**src/rtl/core_pkg.sv**
```systemverilog
// -----------------------------------------------------------------------------
// core_pkg
//   Definitions shared by the RV32 front end.
//   XLEN       : width of the PC and of an instruction word
//   NOP_INST   : canonical NOP (addi x0,x0,0). ID substitutes it when id_valid=0.
//   fq_entry_t : one fetch-queue slot {pc, inst, filled}
// -----------------------------------------------------------------------------
package core_pkg;

   localparam int XLEN = 32;

   localparam logic [XLEN-1:0] NOP_INST = 32'h0000_0013;

   // filled=1 means inst holds the imem response for pc.
   typedef struct packed {
      logic [XLEN-1:0] pc;
      logic [XLEN-1:0] inst;
      logic            filled;
   } fq_entry_t;

endpackage

```
**src/rtl/fetch_queue.sv**
```systemverilog
// -----------------------------------------------------------------------------
// fetch_queue
//   Circular reservation buffer between the imem request and the ID stage.
//   An entry is allocated (pc known, inst pending) when a request is accepted,
//   filled in request order when its response returns, and popped from the
//   head once filled and taken by ID.
//
//   Ports
//     clk, rst        : clock, asynchronous active-low reset
//     alloc, alloc_pc : reserve the tail entry for pc alloc_pc
//     fill, fill_inst : write inst into the oldest unfilled entry
//     pop             : release the head entry (only honoured when filled)
//     flush           : drop every entry and return the pointers to 0
//     head            : current head entry (all zero when reset/flushed)
//     count           : number of allocated entries, 0..DEPTH
//     unfilled        : number of allocated entries still waiting for inst
// -----------------------------------------------------------------------------
module fetch_queue
   import core_pkg::*;
#(
   parameter int DEPTH = 4,
   localparam int PW   = $clog2(DEPTH),
   localparam int CW   = $clog2(DEPTH) + 1
) (
   input  logic            clk,
   input  logic            rst,
   input  logic            alloc,
   input  logic [XLEN-1:0] alloc_pc,
   input  logic            fill,
   input  logic [XLEN-1:0] fill_inst,
   input  logic            pop,
   input  logic            flush,
   output fq_entry_t       head,
   output logic [CW-1:0]   count,
   output logic [CW-1:0]   unfilled
);

   fq_entry_t       mem [DEPTH];
   logic [PW-1:0]   head_ptr;
   logic [PW-1:0]   tail_ptr;
   logic [PW-1:0]   fill_ptr;

   logic            full;
   logic            alloc_ok;
   logic            fill_ok;
   logic            pop_ok;

   // Local guards make the buffer safe against an illegal request from the
   // surrounding logic: no allocation when full, no fill with nothing pending,
   // no pop of an entry whose instruction has not arrived.
   assign full     = (count == CW'(DEPTH));
   assign alloc_ok = alloc && !full;
   assign fill_ok  = fill && (unfilled != '0);
   assign pop_ok   = pop && mem[head_ptr].filled;

   assign head = mem[head_ptr];

   always_ff @(posedge clk or negedge rst) begin
      if (!rst) begin
         for (int i = 0; i < DEPTH; i++) begin
            mem[i] <= '0;
         end
         head_ptr <= '0;
         tail_ptr <= '0;
         fill_ptr <= '0;
         count    <= '0;
         unfilled <= '0;
      end else if (flush) begin
         for (int i = 0; i < DEPTH; i++) begin
            mem[i] <= '0;
         end
         head_ptr <= '0;
         tail_ptr <= '0;
         fill_ptr <= '0;
         count    <= '0;
         unfilled <= '0;
      end else begin
         // Alloc, fill and pop always address distinct slots: alloc targets
         // an unallocated slot, fill an allocated-unfilled one, pop a filled one.
         if (alloc_ok) begin
            mem[tail_ptr].pc     <= alloc_pc;
            mem[tail_ptr].inst   <= '0;
            mem[tail_ptr].filled <= 1'b0;
            tail_ptr             <= tail_ptr + 1'b1;
         end
         if (fill_ok) begin
            mem[fill_ptr].inst   <= fill_inst;
            mem[fill_ptr].filled <= 1'b1;
            fill_ptr             <= fill_ptr + 1'b1;
         end
         if (pop_ok) begin
            // Clearing filled keeps a wrapped-around empty head from looking valid.
            mem[head_ptr].filled <= 1'b0;
            head_ptr             <= head_ptr + 1'b1;
         end
         count    <= count + CW'(alloc_ok) - CW'(pop_ok);
         unfilled <= unfilled + CW'(alloc_ok) - CW'(fill_ok);
      end
   end

endmodule

```
**src/rtl/fetch_unit.sv**
```systemverilog
// -----------------------------------------------------------------------------
// fetch_unit
//   Instruction-fetch stage: issues in-order requests for pc_in to a
//   variable-latency imem, buffers {pc, inst} pairs in fetch_queue and hands
//   them to ID over a valid/ready handshake. It stalls the PC register unless
//   a request is accepted, and on a redirect flushes the queue and counts the
//   in-flight responses that must be thrown away.
//
//   Handshakes: a transfer happens on a cycle where valid && ready are both 1
//   at the rising clock edge; valid never depends on ready. imem responses are
//   returned in request order and cannot be back-pressured.
//
//   Ports
//     clk, rst        : clock, asynchronous active-low reset
//     pc_in           : current PC from the PC register
//     pc_stall        : 1 holds the PC register
//     flush           : redirect from EX (PC mux loads the target this cycle)
//     imem_req_*      : fetch request channel (valid/ready/addr)
//     imem_rsp_*      : fetch response (valid/data)
//     id_valid/ready  : handshake to ID
//     id_pc, id_inst  : head entry contents
// -----------------------------------------------------------------------------
module fetch_unit #(
   parameter int FQ_DEPTH = 4,
   // Must equal core_pkg::XLEN; the queue entry type is sized from the package.
   parameter int XLEN     = 32
) (
   input  logic            clk,
   input  logic            rst,
   input  logic [XLEN-1:0] pc_in,
   output logic            pc_stall,
   input  logic            flush,
   output logic            imem_req_valid,
   input  logic            imem_req_ready,
   output logic [XLEN-1:0] imem_req_addr,
   input  logic            imem_rsp_valid,
   input  logic [XLEN-1:0] imem_rsp_data,
   output logic            id_valid,
   input  logic            id_ready,
   output logic [XLEN-1:0] id_pc,
   output logic [XLEN-1:0] id_inst
);

   import core_pkg::*;

   localparam int CW = $clog2(FQ_DEPTH) + 1;
   // Several redirects can land while imem is still holding old requests, so
   // the discard counter is wider than one queue's worth of outstanding fetches.
   localparam int DW = CW + 4;

   fq_entry_t       head;
   logic [CW-1:0]   count;
   logic [CW-1:0]   unfilled;
   logic [DW-1:0]   discard_cnt;
   logic [DW-1:0]   discard_sum;

   logic            req_fire;
   logic            rsp_drop;
   logic            rsp_fill;
   logic            pop;

   // ---------------------------------------------------------------- request
   assign imem_req_valid = rst && !flush && (count < CW'(FQ_DEPTH));
   assign imem_req_addr  = pc_in;
   assign req_fire       = imem_req_valid && imem_req_ready;

   // The PC moves once per accepted request; during a flush the PC mux must
   // load the redirect target, so the stall is released.
   assign pc_stall = !req_fire && !flush;

   // --------------------------------------------------------------- response
   // Stale responses are always older than any live request, so while
   // discard_cnt is non-zero every response is stale. A response with nothing
   // outstanding is ignored.
   assign rsp_drop = imem_rsp_valid && (discard_cnt != '0);
   assign rsp_fill = imem_rsp_valid && (discard_cnt == '0) && (unfilled != '0)
                     && !flush;

   // ----------------------------------------------------------------- output
   assign id_valid = head.filled;
   assign id_pc    = head.pc;
   assign id_inst  = head.inst;
   assign pop      = id_valid && id_ready && !flush;

   // ---------------------------------------------------------------- discard
   // On a flush every allocated-unfilled entry becomes a stale in-flight
   // response; a response arriving in the flush cycle itself is one of them
   // (or one already counted) and is consumed right away.
   assign discard_sum = discard_cnt + DW'(unfilled);

   always_ff @(posedge clk or negedge rst) begin
      if (!rst) begin
         discard_cnt <= '0;
      end else if (flush) begin
         if (imem_rsp_valid && (discard_sum != '0)) begin
            discard_cnt <= discard_sum - 1'b1;
         end else begin
            discard_cnt <= discard_sum;
         end
      end else if (rsp_drop) begin
         discard_cnt <= discard_cnt - 1'b1;
      end
   end

   // ------------------------------------------------------------------ queue
   fetch_queue #(
      .DEPTH (FQ_DEPTH)
   ) u_fetch_queue (
      .clk       (clk),
      .rst       (rst),
      .alloc     (req_fire),
      .alloc_pc  (pc_in),
      .fill      (rsp_fill),
      .fill_inst (imem_rsp_data),
      .pop       (pop),
      .flush     (flush),
      .head      (head),
      .count     (count),
      .unfilled  (unfilled)
   );

endmodule

```
**config.mk**
```make
export PLATFORM = sky130hd
export DESIGN_NAME = fetch_unit
export DESIGN_NICKNAME = d
export VERILOG_FILES = /design/src/rtl/core_pkg.sv /design/src/rtl/fetch_queue.sv /design/src/rtl/fetch_unit.sv
export SDC_FILE = /design/constraint.sdc
export NUM_CORES = 1
export LEC_CHECK = 0
export BUFFER_PORTS_ARGS = -buffer_cell sky130_fd_sc_hd__buf_4
export CORE_MARGIN = 2
export CORE_UTILIZATION = 55
export DETAILED_ROUTE_END_ITERATION = 8
export PLACE_DENSITY = 0.76
export SLEW_MARGIN = 15
export SYNTH_ARGS = -nofsm -noshare
export SYNTH_HDL_FRONTEND = slang
export SYNTH_HIERARCHICAL = 1
export SYNTH_SLANG_ARGS = --single-unit
```
**constraint.sdc**
```tcl
create_clock -name clk -period 7.4 [get_ports clk]
set_clock_uncertainty 0.05 [all_clocks]
set_input_delay 0.37 -clock clk [delete_from_list [all_inputs] [get_ports clk]]
set_output_delay 0.37 -clock clk [all_outputs]
set_load 0.02 [all_outputs]
```
==> impl_results.md, run 1 <==
* Die ar. at approximately 28000 um2
* Antenna Cells at 0
* Num ports at 169
* WP data required at 7.81 ns
* Final hold vios at 0
* Register area share after synthesis at 0.467
* Number of flops mapped to enable cells by yosys at 0
* R2R Path End: u_fetch_queue/count[2]
* RSZ-0062 raised after global routing: false
* Row cnt at 60
* Max Freq at roughly 280 MHz
* Setup_tns at 0 ns
* Pwr/cell area at 207 nW/um2
* Worst Hold Class: in2reg
* CP endpoint kind: flip-flop
* Crit-path slowest cell: dlygate4sd3_1
* Crit-path cells: dlygate4sd3_1 > buf_8 > nor3b_1 > and2_1 > nand2_1 > ha_1 > inv_1 > ha_1 > inv_1 > fa_1 > xor2_1 > and2_1 > nor3_1
* ANT nets after route at 0
* Clk pin slew, worst setup/hold paths at roughly 0.060 ns
* Vias in the first global route at 12.2k
* CTS tree: done
* Vias per cell at 6.61
* Htree depth at 1
* Syn Nets at around 1.6k
* Critical path's top delay family: simple AND/OR/NAND/NOR gates
* Synth Flop Type: dfrtp_1
* Tmin final at 3.61 ns
* Hold path depth at 3
* Crit-path max FO at 95
* R2R setup slack at ~3.8 ns
* Gate count of the mapped netlist at about 1.5k
* Hold_sp: imem_rsp_data[6]
* IO Port Bufs at 168
* Slew HR at 0.240
* Pleak at 6.88 nW
* CTS max path bufs at 3
* Fillcell total at between 2k and 2.5k
* Yosys reg bits at 279
* Skew-Pair Late Insertion Delay at 0.56 ns
* Initial Util at 0.557
* Inserted Clock Buffers at 30
* Critical Path Max Stage Delay at 0.56 ns
* Worst EP arrival at 4.02 ns
* First-pass GRT wire length at 67.0 mm
* Synth area leader: dfrtp_1
* Core box area at 26800 um2
* Final setup fails at 0
* Netlist cell types at 57
* Drt total wl at approximately 42 mm
* GRT Residual Overflow at 0
* Status: complete, no violations
* Die extent in x at 169 um
* Fin nets at 1623
* # clock sinks at 279
* Crit path buf inv count at 4
* Synthesis warning total at 6
* Top cell type's share of synthesized area at 0.467
* Largest net degree at the start of global routing at about 210
* VDD IR max at about 0.14 mV
* Layout cells sized above 1 at 0.207
* Most area-consuming cells after synthesis: dfrtp_1 (47%), mux4_2 (9.6%), a21oi_1 (9.0%)
* Average wire per cell in the routed design at 22.0 um
* Initial DRT Pass Iterations at 5
* Commonest cells after routing, fill and taps aside: dfrtp_1 (277), a21oi_1 (268), buf_4 (180)
* Total of max-cap violations at 0
* Setup crit start kind: input pin
* DR vias at 12.5k
* Slew Limit Fails at 0
* Final HPWL DP at 21.9 mm
* Overall Global Routing Usage at 0.291
* Kind of critical path: in2reg
* Tcrit/Tclk final at 0.488
* Slew @ Worst Pin at 1.14 ns
* Post-placement cell count at roughly 1.8k
* Die H at approximately 170 um
* CTS root buffer: clkbuf_16
* Initial antenna violation count at 0
* DR DRC count at 0
* Finished Layout Cells at 1893
* Mapped Avg Cell Area at 9.87 um2
* P&R area growth vs syn at 12.6%
* Routability congestion estimate at roughly 0.87
* Hold Path End: u_fetch_queue/mem[7]
* Asr flop ratio synth at 1.00
* R2r worst-path depth at 14
* Drt first-iter violations at around 1.7k
* Commonest non-fill, non-tap cell in the layout: dfrtp_1
* Syn Std Cell Area at roughly 15000 um2
* RR Startpoint: u_fetch_queue/head_ptr[0]
==> per-layer routing <==
metal  track usage  share of wire
met3        0.0416          0.080
met1         0.419           0.41
met2         0.470           0.49
met4        0.0723          0.017
met5             0              0
==> metrics by stage <==
stage               setup WS, ns  hold WS, ns  area (um2)  utilization  total power, mW
floorplan                   3.97       0.0244       14900            -             1.89
global placement            3.90        0.399       15800        0.591             2.02
detailed placement          3.80        0.400       15800        0.591             2.04
CTS                         3.78       0.0188       16800        0.628             3.50
global route                3.41       0.0369       16800        0.628             3.60
finish                      3.79       0.0363       16800        0.628             3.48
==> what timing repair did <==
| action | 4_1_cts | 5_1_grt |
|---|---|---|
| gates resized for setup | 0 | 0 |
| hold buffers | 1 | 0 |
| buffers inserted | 0 | 0 |
| endpoints found under the hold margin | 91 | 0 |
==> area by class of cell <==
type,count,area (um2),area share
clock inverter,10,56.3,0.00335
timing repair buffer,184,1410,0.0838
clock buffer,46,912,0.0542
multi-input combinational,1015,6960,0.414
sequential,279,6990,0.416
inverter,18,67.6,0.00402
tap,341,427,0.0254
==> power breakdown <==
group          switching, mW  total, mW  internal (mW)
Sequential            0.0511       1.60           1.55
Clock                  0.620       1.47          0.846
Combinational          0.259      0.412          0.153
==> worst register-to-register path: stages (launching register included) <==
cell and delay [ns]:
dfrtp_4 0.89, nor2_1 0.12, a21oi_1 0.18, nand2_1 0.09
nor2_1 0.12, nand2_1 0.09, o2bb2ai_1 0.51, ha_1 0.33
inv_1 0.05, ha_1 0.13, inv_1 0.05, fa_1 0.39
xor2_1 0.16, and2_1 0.16, nor3_1 0.18
==> logic make-up (layout without fill, tap and decap cells) <==
logic type,after synthesis,in the layout,synth area share
AO/OA/AOI/OAI,568,568,0.223
XOR/XNOR,10,10,0.00586
adder cells (fa/ha/maj),25,25,0.0224
buffers and inverters,219,258,0.0715
flip-flops,279,279,0.467
multiplexers,72,72,0.102
AND/OR/NAND/NOR,340,340,0.107
==> synthesized netlist by cell type, drive strengths merged (6+ instances only) <==
library cell and instances:
a21oi 268, and2 8, and3 6, buf 102, clkbuf 99, dfrtp 279
ha 22, inv 18, mux2i 6, mux4 64, nand2 145, nand3 137
nor2 15, o211ai 128, o21ai 139, xnor2 6
==> how the worst max path moves through the flow <==
stage	end	slack (ns)	depth (start not counted)	startpoint
final	u_fetch_queue/count[2]	3.79	13	rst
after global routing	u_fetch_queue/count[2]	3.41	14	u_fetch_queue/head_ptr[0]
after CTS	u_fetch_queue/count[2]	3.78	13	rst
after detailed placement	u_fetch_queue/count[2]	3.80	12	rst
after global placement	u_fetch_queue/unfilled[2]	3.90	12	rst
after floorplan	u_fetch_queue/count[2]	3.97	17	u_fetch_queue/head_ptr[0]
==> sequential cells by signal (all words and copies together), names as in the netlist <==
register and cells:
u_fetch_queue/tail_ptr 2, u_fetch_queue/mem 260, discard_cnt 7, u_fetch_queue/head_ptr 2, u_fetch_queue/unfilled 3, u_fetch_queue/fill_ptr 2, u_fetch_queue/count 3
Power figures use the tool's default switching activity.
==> run 2: changes to the inputs <==
Settings changed: ABC_AREA from default to 1, CORE_UTILIZATION 55 to 53, PLACE_DENSITY 0.76 to 0.77.
Clock period 7.4 ns to 2.9 ns, I/O delays scaled along.
==> run 2 against run 1 <==
Area after synthesis decreased by 6.2%. Non-clock buffer count increased by 86. Count of clock-buffer cells in the layout increased by 1. Final cell count increased by 16%. Combinational power increased to 2.5 times the previous value. Die area decreased by 2.6%. Setup slack got worse by 3.8 ns. Via count increased by 2.4%. Largest cell class unchanged.
==> impl_results.md, run 2 <==
* Status: complete, no violations
* Asr flop ratio synth at 1.00
* Die ar. at 27700 um2
* Skew-Pair Late Insertion Delay at between 0.5 and 0.6 ns
* Pleak at around 7.8 nW
* Drt total wl at between 30 and 40 mm
* Max reg flops at between 200 and 300
* Average wire per cell in the routed design at 17.6 um
* Htree depth at 1
* R2r worst-path depth at 16
* Total of max-cap violations at 0
* Tmin final at around 2.9 ns
* Crit-path slowest cell: buf_8
* CTS root buffer: clkbuf_16
* CP dominant cell by count: buf_4
* Setup_tns at 0 ns
* Hold path depth at 6
* Synthesis warning total at 6
* Core box area at 26000 um2
* IO Port Bufs at approximately 170
* Largest net degree at the start of global routing at 143
* Synth Flop Type: dfrtp_1
* Max Freq at 349 MHz
* Vias in the first global route at ~12k
* Inserted Clock Buffers at 30
* Number of flops mapped to enable cells by yosys at 0
* Final HPWL DP at 21.0 mm
* Worst EP arrival at 2.67 ns
* Fillcell total at 2136
* Most frequent cells after synthesis: nand2_1 (356), dfrtp_1 (279), o21ai_0 (257)
* Synth Area in Compound Gates at 0.178
* Finished Layout Cells at 2194
* VDD IR max at 0.568 mV
* Initial DRT Pass Iterations at 6
* Mux contribution to synthesized area at 0
* Slew HR at 0.360
* Kind of critical path: reg2out
* Row cnt at between 50 and 60
* DR DRC count at 0
* Commonest non-fill, non-tap cell in the layout: nand2_1
* Yosys reg bits at 279
* RSZ-0062 raised after global routing: false
* Crit-path max FO at 94
* Final hold vios at 0
* Vias per cell at about 5.8
* Top Registers: u_fetch_queue/mem x260, discard_cnt x7
* Die extent in x at 167 um
* Syn Nets at 1796
* Synth area leader: dfrtp_1
* Most area-consuming cells after synthesis: dfrtp_1 (50%), nand2_1 (9.5%), o21ai_0 (9.2%)
* GRT Residual Overflow at 0
* Layout cells sized above 1 at 0.156
* Drt first-iter violations at 1332
* Register area share after synthesis at 0.499
* CP endpoint kind: output port
* P&R area growth vs syn at 19.8%
* ANT nets after route at 0
* CTS tree: done
* Most frequent cell after synthesis: nand2_1
* Overall Global Routing Usage at 0.273
* Slew Limit Fails at 0
* Fin nets at a little under 2k
* Synth Area in XOR/XNOR at 0.00375
* Slew @ Worst Pin at around 0.96 ns
* Setup crit start kind: flip-flop
* Crit-path cells: buf_4 > buf_8 > o21ai_0 > o22ai_1 > buf_4
* Clk pin slew, worst setup/hold paths at 0.06 ns
* Synth Area in Adders at 0.0239
* First-pass GRT wire length at between 60 and 70 mm
* Num ports at around 170
* WP data required at 2.71 ns
* Die H at 167 um
* Tcrit/Tclk final at 0.988
* Worst Hold Class: in2reg
* Commonest cells after routing, fill and taps aside: nand2_1 (356), dfrtp_1 (277), o21ai_0 (256)
* Initial antenna violation count at 0
* Most flops, register: u_fetch_queue/mem
* CTS max path bufs at 3
* DR vias at 12.8k
* Routability congestion estimate at 0.814
* Initial Util at 0.539
* Critical Path Max Stage Delay at 0.51 ns
* Gate count of the mapped netlist at 1701
* Post-placement cell count at 2074
* Netlist cell types at 33
* Syn Std Cell Area at between 10000 and 15000 um2
* Mapped Avg Cell Area at 8.23 um2
* Simple-gate share of the synthesized area at 0.217
* Pwr/cell area at 533 nW/um2
* Antenna Cells at 0
* Final setup fails at 0
* Main combinational cell family by area after synthesis: simple AND/OR/NAND/NOR gates
* # clock sinks at 279
* Top cell type's share of synthesized area at 0.499
[run 2: changes by cell type in the layout (fill, tap and decap cells not counted), moves of 63 or more]
cell / previous run / this run
nor2_1: 15 / 147
mux4_2: 64 / 0
nand2_1: 141 / 356
o211ai_1: 128 / 0
o21ai_0: 137 / 256
dlygate4sd3_1: 1 / 67
o21ai_1: 2 / 145
o22ai_1: 1 / 64
a21oi_1: 268 / 7
[run 2: area by class of cell]
class,count,area (um2),share of cell area
flip-flops and latches,279,6990,0.416
multi-input cells,1214,5950,0.354
repair buffers,270,2250,0.134
clock buffers,47,936,0.0558
well taps,335,419,0.0250
inverters,44,170,0.0101
clock inverters,5,77.6,0.00462
[run 2: repair_timing]
item | 4_1_cts | 5_1_grt
hold buffers | 67 | 0
pin swaps | 0 | 2
gates cloned | 0 | 0
buffers inserted | 0 | 1
resized for setup | 2 | 3
endpoints found under the hold margin | 320 | 0
endpoints found under the setup margin | 46 | 2
[run 2: layer usage]
| layer | vias to the layer above | share of wire | global-route usage |
|---|---|---|---|
| met4 | 0 | 0.017 | 0.0682 |
| met5 | - | 0 | 0 |
| li1 | 5978 | - | - |
| met1 | 6213 | 0.42 | 0.379 |
| met3 | 56 | 0.083 | 0.0504 |
| met2 | 581 | 0.48 | 0.447 |
[run 2: worst paths after layout]
kind                                        endpoint                       from  slack (ns)
setup / recovery                         id_inst[23]  u_fetch_queue/head_ptr[0]        0.03
hold / removal             u_fetch_queue/head_ptr[0]                   id_ready        0.03
setup reg to reg              u_fetch_queue/count[2]  u_fetch_queue/head_ptr[0]        0.28
hold reg to reg                u_fetch_queue/mem[98]      u_fetch_queue/mem[98]        0.46
max in group asynchronous  u_fetch_queue/head_ptr[0]                        rst        0.88
min in group asynchronous     u_fetch_queue/mem[124]                        rst        0.33
[run 2: report_power, final]
group / total [mW] / leakage, nW / switching, mW / internal [mW]
sequential: 4.01 / 3.87 / 0.0574 / 3.95
combinational: 1.05 / 3.40 / 0.659 / 0.387
clock: 3.88 / 0.497 / 1.52 / 2.36
total: 8.94 / 7.77 / 2.24 / 6.70
[run 2: worst max-delay path, delay by kind of cell (launching register included)]
family,cells,cell delay [ns]
buffers and inverters,3,1.12
AO/OA/AOI/OAI,2,0.50
flip-flops,1,0.44
[run 2: cells by family (layout without fill, tap and decap cells)]
group | after synthesis | count (layout)
AND/OR/NAND/NOR | 707 | 707
AO/OA/AOI/OAI | 476 | 476
flip-flops | 279 | 279
buffers and inverters | 208 | 366
adder cells (fa/ha/maj) | 25 | 25
XOR/XNOR | 6 | 6
[run 2: metrics by stage]
stage | worst slack, ns | util | hold WS, ns | total power, mW | cell area, um2
final | 0.0335 | 0.646 | 0.0309 | 8.94 | 16800
after global routing | 0.00282 | 0.646 | 0.0683 | 9.27 | 16800
after CTS | 0.0820 | 0.645 | 0.0223 | 8.97 | 16800
after detailed placement | 0.177 | 0.580 | 0.325 | 5.04 | 15100
after global placement | 0.249 | 0.580 | 0.336 | 5.02 | 15100
after floorplan | 0.0339 | - | -0.201 | 4.67 | 14000
==> run 3: changes to the inputs <==
Settings changed: SETUP_SLACK_MARGIN from default to 0.05, SLEW_MARGIN 15 to 20.
==> run 3 against run 2 <==
The flow now finishes with violations (design-rule violations). Global-route usage rose by 0.52 points. Largest power group unchanged. First-iteration DRC count is 7.9% higher. Sequential share of layout area barely moved. Sequential power barely moved.
==> impl_results.md, run 3 (synthesis results as in run 2) <==
* Commonest cells after routing, fill and taps aside: nand2_1 (356), dfrtp_1 (276), o21ai_0 (257)
* VDD IR max at 0.475 mV
* Average wire per cell in the routed design at between 15 and 20 um
* Grt met2 use at 0.466
* Layout cells sized above 1 at 0.160
* Worst Hold Class: in2reg
* GRT Residual Overflow at 0
* Slew HR at 0.343
* P&R area growth vs syn at 19.8%
* Final hold vios at 0
* Max reg flops at 260
* Drt total wl at 38.9 mm
* Num ports at 169
* Final HPWL DP at 21.2 mm
* Tcrit/Tclk final at 0.920
* Crit-path max FO at 5
* Skew-Pair Late Insertion Delay at ~0.55 ns
* Clk pin slew, worst setup/hold paths at 0.06 ns
* Slew Limit Fails at 0
* CTS tree: done
* DR DRC count at 1
* # clock sinks at 279
* First-pass GRT wire length at 64.3 mm
* R2r worst-path depth at 14
* Vias per cell at 5.81
* WP data required at 3.27 ns
* Initial Util at 0.539
* Htree depth at 1
* Max Freq at 375 MHz
* Fin nets at 1937
* DR vias at 12.8k
* Fillcell total at 2142
* Total of max-cap violations at 0
* Die extent in x at about 170 um
* Die ar. at 27700 um2
* Core box area at around 26000 um2
* Commonest non-fill, non-tap cell in the layout: nand2_1
* Slew @ Worst Pin at slightly below 1 ns
* Status: finished with violations
* Multi-input gate area at 5950 um2
* Vias in the first global route at about 13k
* Pleak at between 7 and 8 nW
* Tot Pwr at 8.77 mW
* Finished Layout Cells at approximately 2.2k
* Routability congestion estimate at 0.805
* Initial antenna violation count at 1
* Setup crit start kind: flip-flop
* ANT nets after route at 0
* IO Port Bufs at 168
* Setup_tns at 0 ns
* CP endpoint kind: flip-flop
* Met1 Use GR at 0.376
* Largest net degree at the start of global routing at 98
* Most flops, register: u_fetch_queue/mem
* Final setup fails at 0
* Tmin final at 2.67 ns
* Drt first-iter violations at 1437
* Hold path depth at 6
* Sequential cell area at 6990 um2
* GR peak layer: met2
* Row cnt at 59
* Top Registers: u_fetch_queue/mem x260, discard_cnt x7
* Die H at 167 um
* Failing checks: design-rule violations
* Kind of critical path: reg2reg
* Met3 usage at 0.0425
* Pwr/cell area at around 520 nW/um2
* Inserted Clock Buffers at 30
* Overall Global Routing Usage at 0.278
* Initial DRT Pass Iterations at 8
* CTS root buffer: clkbuf_16
* RSZ-0062 raised after global routing: false
* Post-placement cell count at 2076
* Final Util at 0.646
* CTS max path bufs at 3
* Worst Setup Slack post-DPL at 0.160 ns
* Post-route setup slack at 0.232 ns
* Worst EP arrival at 3.04 ns
[run 3: worst paths after layout]
check                                        from                         to  slack, ns
min                                      id_ready  u_fetch_queue/head_ptr[0]       0.05
min reg2reg                u_fetch_queue/mem[125]     u_fetch_queue/mem[125]       0.46
max in group asynchronous                     rst      u_fetch_queue/mem[66]       1.06
min in group asynchronous                     rst             discard_cnt[3]       0.23
max                                discard_cnt[1]  u_fetch_queue/unfilled[2]       0.23
max reg2reg                        discard_cnt[1]  u_fetch_queue/unfilled[2]       0.23
[run 3: critical path, cell delays in order, from the launching register on]
cell      delay [ns]
dfrtp_2         0.44
inv_1           0.09
ha_1            0.15
nand2_1         0.05
nor2_1          0.14
nand2_1         0.11
nor3_4          0.21
a21boi_4        0.20
ha_1            0.24
inv_1           0.06
ha_1            0.13
inv_1           0.05
fa_1            0.41
o21ai_0         0.17
a21oi_1         0.06
[run 3: final cells by class]
class / count / area share
tap: 335 / 0.0250
inverter: 44 / 0.0101
clock buffer: 42 / 0.0516
multi-input combinational: 1214 / 0.355
sequential: 279 / 0.416
timing repair buffer: 273 / 0.136
clock inverter: 13 / 0.00634
antenna: 1 / 0.000149
[run 3: power by group]
group          switching, mW  internal (mW)
Sequential            0.0629           3.95
Clock                   1.55           2.16
Combinational          0.653          0.389
[run 3: layer usage]
metal  part of all wire  vias up
li1                   -     5998
met1               0.42     6142
met2               0.48      579
met3              0.079       73
met4              0.023        0
met5                  0        -
[run 3: metrics by stage]
step	hold WS, ns	area, um2
2_1_floorplan	-0.201	14000
3_3_place_gp	-0.122	15100
3_5_place_dp	-0.122	15100
4_1_cts	0.0455	16800
5_1_grt	0.0709	16800
6_report	0.0541	16800
[run 3: repair_timing]
item,4_1_cts,5_1_grt
buffers inserted,0,1
endpoints found under the hold margin,380,0
pin swaps,0,1
hold buffers,68,0
gates resized for setup,1,3
endpoints found under the setup margin,1,3
